==> config.mk <==
export PLATFORM = sky130hd
export DESIGN_NAME = rl_ram_1r1w_clr_ctrl
export DESIGN_NICKNAME = d
export VERILOG_FILES = /design/src/rtl/rl_ram_1r1w_clr_ctrl.sv
export SDC_FILE = /design/constraint.sdc
export NUM_CORES = 1
export LEC_CHECK = 0
export CELL_PAD_IN_SITES_DETAIL_PLACEMENT = 2
export CELL_PAD_IN_SITES_GLOBAL_PLACEMENT = 2
export CORE_MARGIN = 2
export CORE_UTILIZATION = 23
export DETAILED_ROUTE_END_ITERATION = 10
export GPL_ROUTABILITY_DRIVEN = 0
export GPL_TIMING_DRIVEN = 0
export HOLD_SLACK_MARGIN = 0.02
export PLACE_DENSITY = 0.83
export SLEW_MARGIN = 20
export SYNTH_ARGS = -nofsm -noshare
export SYNTH_HDL_FRONTEND = slang
export SYNTH_SLANG_ARGS = --single-unit
==> constraint.sdc <==
create_clock -name clk -period 1.67 [get_ports clk]
set_input_delay 0.167 -clock clk [delete_from_list [all_inputs] [get_ports clk]]
set_output_delay 0.167 -clock clk [all_outputs]
set_load 0.03 [all_outputs]
==> src/rtl/rl_ram_1r1w_clr_ctrl.sv <==
// Front-end sequencer for a single 1R1W RAM: fills the whole array on reset or request,
// otherwise passes user traffic through and forwards same-address write bytes into reads.
module rl_ram_1r1w_clr_ctrl #(
    parameter int                ABITS         = 8,
    parameter int                DBITS         = 8,
    parameter bit                INIT_ON_RESET = 1'b1,
    parameter logic [DBITS-1:0]  INIT_VALUE    = '0,
    localparam int               BE            = (DBITS + 7) / 8
) (
    input  logic              rstn,
    input  logic              clk,
    input  logic              clr_req,
    input  logic [DBITS-1:0]  fill,
    output logic              busy,
    input  logic [ABITS-1:0]  waddr,
    input  logic [DBITS-1:0]  din,
    input  logic              we,
    input  logic [BE-1:0]     be,
    output logic              wready,
    input  logic [ABITS-1:0]  raddr,
    input  logic              re,
    output logic              rready,
    output logic [DBITS-1:0]  dout,
    output logic              dout_valid,
    output logic [ABITS-1:0]  ram_waddr,
    output logic [DBITS-1:0]  ram_din,
    output logic              ram_we,
    output logic [BE-1:0]     ram_be,
    output logic [ABITS-1:0]  ram_raddr,
    output logic              ram_re,
    input  logic [DBITS-1:0]  ram_dout
);

    typedef enum logic {IDLE, CLEAR} state_t;

    localparam logic [ABITS-1:0] LAST_ADDR = {ABITS{1'b1}};
    localparam state_t RESET_STATE = INIT_ON_RESET ? CLEAR : IDLE;

    state_t             state_reg, state_next;
    logic [ABITS-1:0]   cnt_reg, cnt_next;
    logic [DBITS-1:0]   fill_reg, fill_next;
    logic               dout_valid_reg;
    logic               fwd_reg;
    logic [DBITS-1:0]   din_reg;
    logic [DBITS-1:0]   biten_reg;
    logic [DBITS-1:0]   be_bits;
    logic               idle;
    logic               rd_acc;
    logic               collide;

    // Per-bit mask from the byte enables: bit i follows lane i/8.
    generate
        for (genvar gi = 0; gi < DBITS; gi++) begin : g_biten
            assign be_bits[gi] = be[gi / 8];
        end
    endgenerate

    assign idle    = (state_reg == IDLE);
    assign busy    = (state_reg == CLEAR);
    assign wready  = idle;
    assign rready  = idle;
    assign rd_acc  = re & idle;
    assign collide = rd_acc & we & (raddr == waddr);

    always_comb begin
        state_next = state_reg;
        cnt_next   = cnt_reg;
        fill_next  = fill_reg;
        ram_we     = 1'b0;
        ram_waddr  = waddr;
        ram_din    = din;
        ram_be     = be;
        ram_re     = 1'b0;
        ram_raddr  = raddr;
        case (state_reg)
            IDLE: begin
                ram_we = we;
                ram_re = re;
                if (clr_req) begin
                    state_next = CLEAR;
                    cnt_next   = '0;
                    fill_next  = fill;
                end
            end
            CLEAR: begin
                ram_we    = 1'b1;
                ram_waddr = cnt_reg;
                ram_din   = fill_reg;
                ram_be    = '1;
                // Counter parks on the last address instead of wrapping.
                if (cnt_reg == LAST_ADDR) begin
                    state_next = IDLE;
                end else begin
                    cnt_next = cnt_reg + 1'b1;
                end
            end
            default: state_next = IDLE;
        endcase
    end

    always_ff @(posedge clk or negedge rstn) begin
        if (!rstn) begin
            state_reg      <= RESET_STATE;
            cnt_reg        <= '0;
            fill_reg       <= INIT_VALUE;
            dout_valid_reg <= 1'b0;
            fwd_reg        <= 1'b0;
            din_reg        <= '0;
            biten_reg      <= '0;
        end else begin
            state_reg      <= state_next;
            cnt_reg        <= cnt_next;
            fill_reg       <= fill_next;
            dout_valid_reg <= rd_acc;
            fwd_reg        <= collide;
            if (collide) begin
                din_reg   <= din;
                biten_reg <= be_bits;
            end
        end
    end

    // The RAM returns pre-write data on a collision, so overlay the written bytes.
    assign dout       = fwd_reg ? ((ram_dout & ~biten_reg) | (din_reg & biten_reg)) : ram_dout;
    assign dout_valid = dout_valid_reg;

endmodule

==> impl_summary.txt <==
----------------------------------------------------
[CTS]
  Clock slew at the register clock pins of the worst setup and hold paths ... 0.10 ns
  TritonCTS clock tree ... done
  Root buffer cell ... clkbuf_8
  CTS buffer count ... 3
  Worst skew pair latency ... 0.28 ns
  Clock sinks ... 28
  Clock tree buffer depth ... 2
  # H-tree levels ... 1

[Setup path]
  Setup Crit Path Kind ... reg -> out
  Launch point of the worst path ... busy
  Data required time at the worst endpoint ... 1.50 ns
  Critical path startpoint category ... flop
  Launch point of the worst reg-to-reg path ... busy
  Arrival time of the worst setup path ... 1.62 ns
  Worst-path maximum fanout ... 8
  Type of element capturing the critical path ... output port
  Worst reg-to-reg path cell count ... 6

[Route]
  DRC violation count after routing ... 0
  Routed vias ... 1588
  Detailed-route wire length per cell ... 20.0 µm
  Vias/cell ... 4.62
  Number of iterations in the first detailed-routing pass ... 4
  DRT antenna net count ... 0
  DRT Wirelength ... 6890 µm
  Violation count after the first detailed-routing iteration ... 37

[Final layout]
  Most common library cell in the layout ignoring fill and taps ... clkdlybuf4s50_1
  Area taken by multi-input logic gates ... 955 µm²
  NumNets Final ... 296
  Area growth, synth to finish ... 78.8%
  Post-Layout Inst Area ... 0.00296 mm²
  FF+latch area ... 704 µm²
  Antenna cell count ... 0
  Filler Cells Inserted ... 717
  Fraction of layout instances using a drive strength above 1 ... 48.4%
  Top library cells by usage in the layout, fill and taps aside ... 50 x clkdlybuf4s50_1, 25 x buf_4, 25 x dfrtp_1, 22 x buf_6, 21 x mux2_4

[Logic synthesis]
  Xor and xnor fraction of the mapped netlist area ... 4.75%
  FF+latch count, synth ... 28
  Synth Instances ... 141
  Cell area after synthesis ... 0.00166 mm²
  Synthesized-area fraction occupied by ao, oa, aoi and oai cells ... 7.40%
  Proportion of synthesized area in mux cells ... 29.8%
  Distinct cell type count of the synthesized netlist ... 32
  Fraction of the mapped netlist area in adder cells ... 0.755%
  Fraction of the mapped netlist area in simple logic gates ... 8.75%
  Total number of yosys warnings ... 0
  Post-Synthesis Net Count ... 188
  Sequential area share after synthesis ... 42.3%
  Main combinational cell family by area after synthesis ... multiplexers
  Syn Area/Cell ... 11.8 µm²

[Global route]
  Grt total ovfl ... 0
  Number of global-route vias before repair ... 1763
  Wire length of the first global-routing pass ... 10000 µm
  Pin count of the biggest net entering global routing ... 29
  Initial antenna violation count ... 0
  Total routing usage reported by global routing ... 17.0%

[STA]
  Worst slew pin tran ... 0.682 ns
  Highest achievable clock rate ... 561 MHz
  RSZ-0062 raised after global routing ... true
  Part of the cycle the worst path needs ... 107%
  Final-report max-slew violation count ... 0
  Max_slew headroom ... 54.6%
  Clock skew after layout ... 0.00237 ns
  Hold Vio Cnt, Final ... 0
  Total of endpoints with negative setup slack in the final report ... 21
  Minimum period implied by the final worst setup slack ... 1.78 ns
  Setup slack of the critical path after layout ... -0.113 ns
  Setup Total Neg Slack ... -1.72 ns

[Die]
  Initial Utilization ... 24.1%
  Chip Width ... 88.9 µm
  Number of core rows ... 30
  Io pins ... 85
  Core ar. ... 0.00687 mm²
  Total Die Area ... 0.00790 mm²
  Overall die height ... 88.9 µm

[Pwr]
  Power per unit of standard cell area ... 1070 mW/mm²
  Maximum vdd drop ... 0.410 mV
  Static leakage ... 1.37 nW

[Job]
  Number of max-cap violations ... 0

[Placement]
  HPWL after detailed placement ... 4550 µm
  Cell Area, Placed ... 0.00263 mm²
  Total of buffers placed on input and output ports ... 84
  Pre-CTS worst setup slack ... -0.662 ns

[Worst hold path]
  Hold crit path type ... in -> async

[Status]
  Violated checks ... setup timing
  Status ... finished with violations

----------------------------------------------------
[path summary, 6_finish.rpt]
check | slack (ns) | to
min in group clk | 0.49 | fwd_reg
max in group asynchronous | 0.72 | cnt_reg[1]
hold / removal | 0.47 | din_reg[4]
setup / recovery | -0.11 | ram_din[6]
setup reg to reg | -0.07 | din_reg[7]
hold reg to reg | 0.52 | fill_reg[5]
[critical path, cell delays in order (launching register included)]
cell       delay [ns]
dfstp_2          0.61
buf_8            0.15
clkbuf_16        0.14
mux2_4           0.30
buf_6            0.14
[cell usage after synthesis]
cell type	instances	share of area, %
and3_1	3	1.1
buf_2	1	0.30
a21o_1	3	1.4
a211oi_1	1	0.45
o21ai_0	4	1.2
or2_2	3	1.1
dfstp_2	1	1.6
xnor2_1	9	4.8
nor3_1	3	0.91
a41oi_1	3	1.6
o22ai_1	2	0.75
buf_6	1	0.68
mux2_4	9	8.2
nor2_1	3	0.68
inv_1	3	0.68
ha_1	1	0.75
buf_4	9	4.1
nor4b_1	1	0.53
nand4_1	2	0.75
a31oi_1	1	0.38
mux2_2	31	21
nor2_2	1	0.38
nor2b_2	1	0.53
nand3_1	4	1.2
or3_1	1	0.38
dfrtp_1	27	41
clkbuf_1	1	0.23
a21oi_1	4	1.2
o21a_1	1	0.45
nand2_1	5	1.1
mux2i_1	1	0.60
buf_1	1	0.23
[cell type report]
type,instances,area share (%)
flip-flops and latches,28,23.8
multi-input cells,97,32.2
plain buffers,13,4.52
repair buffers,103,32.5
clock buffers,3,1.39
clock inverters,1,1.01
well taps,96,4.05
inverters,3,0.507
[metal layers]
metal,wire length (µm),track usage (%),vias to the layer above
li1,-,-,721
met1,2640,19.4,813
met2,3890,32.7,50
met3,326,3.79,4
met4,36,2.48,0
met5,0,0,-
[power by group]
part	leakage (nW)	internal, W	switching (W)	total [W]
registers	0.358	0.000831	0.000182	0.00101
clock network	0.0357	0.000321	0.000223	0.000544
logic	0.975	0.000844	0.000773	0.00162
total	1.37	0.00200	0.00118	0.00317
[metrics by stage]
stage / std cells / power [W] / util, % / hold slack, ns
2_1_floorplan: 141 / 0.00176 / - / -0.129
3_3_place_gp: 321 / 0.00231 / 38.3 / 0.484
3_5_place_dp: 321 / 0.00236 / 38.3 / 0.239
4_1_cts: 337 / 0.00304 / 42.0 / 0.462
5_1_grt: 344 / 0.00335 / 43.2 / 0.500
6_report: 344 / 0.00317 / 43.2 / 0.466
[logic make-up (layout without fill, tap and decap cells)]
kind of cell	Yosys count	count (layout)
adder cells (fa/ha/maj)	1	1
XOR/XNOR	9	9
buffers and inverters	16	123
multiplexers	41	41
AND/OR/NAND/NOR	27	27
flip-flops	28	28
AO/OA/AOI/OAI	19	19
[what timing repair did]
action	CTS	global route
hold buffers	1	0
hold endpoints to repair	27	0
gates cloned	2	0
setup endpoints to repair	42	44
pin swaps	0	2
setup buffers	9	8
resized for setup	176	53
Note: power is estimated with default switching activity, not from simulation.
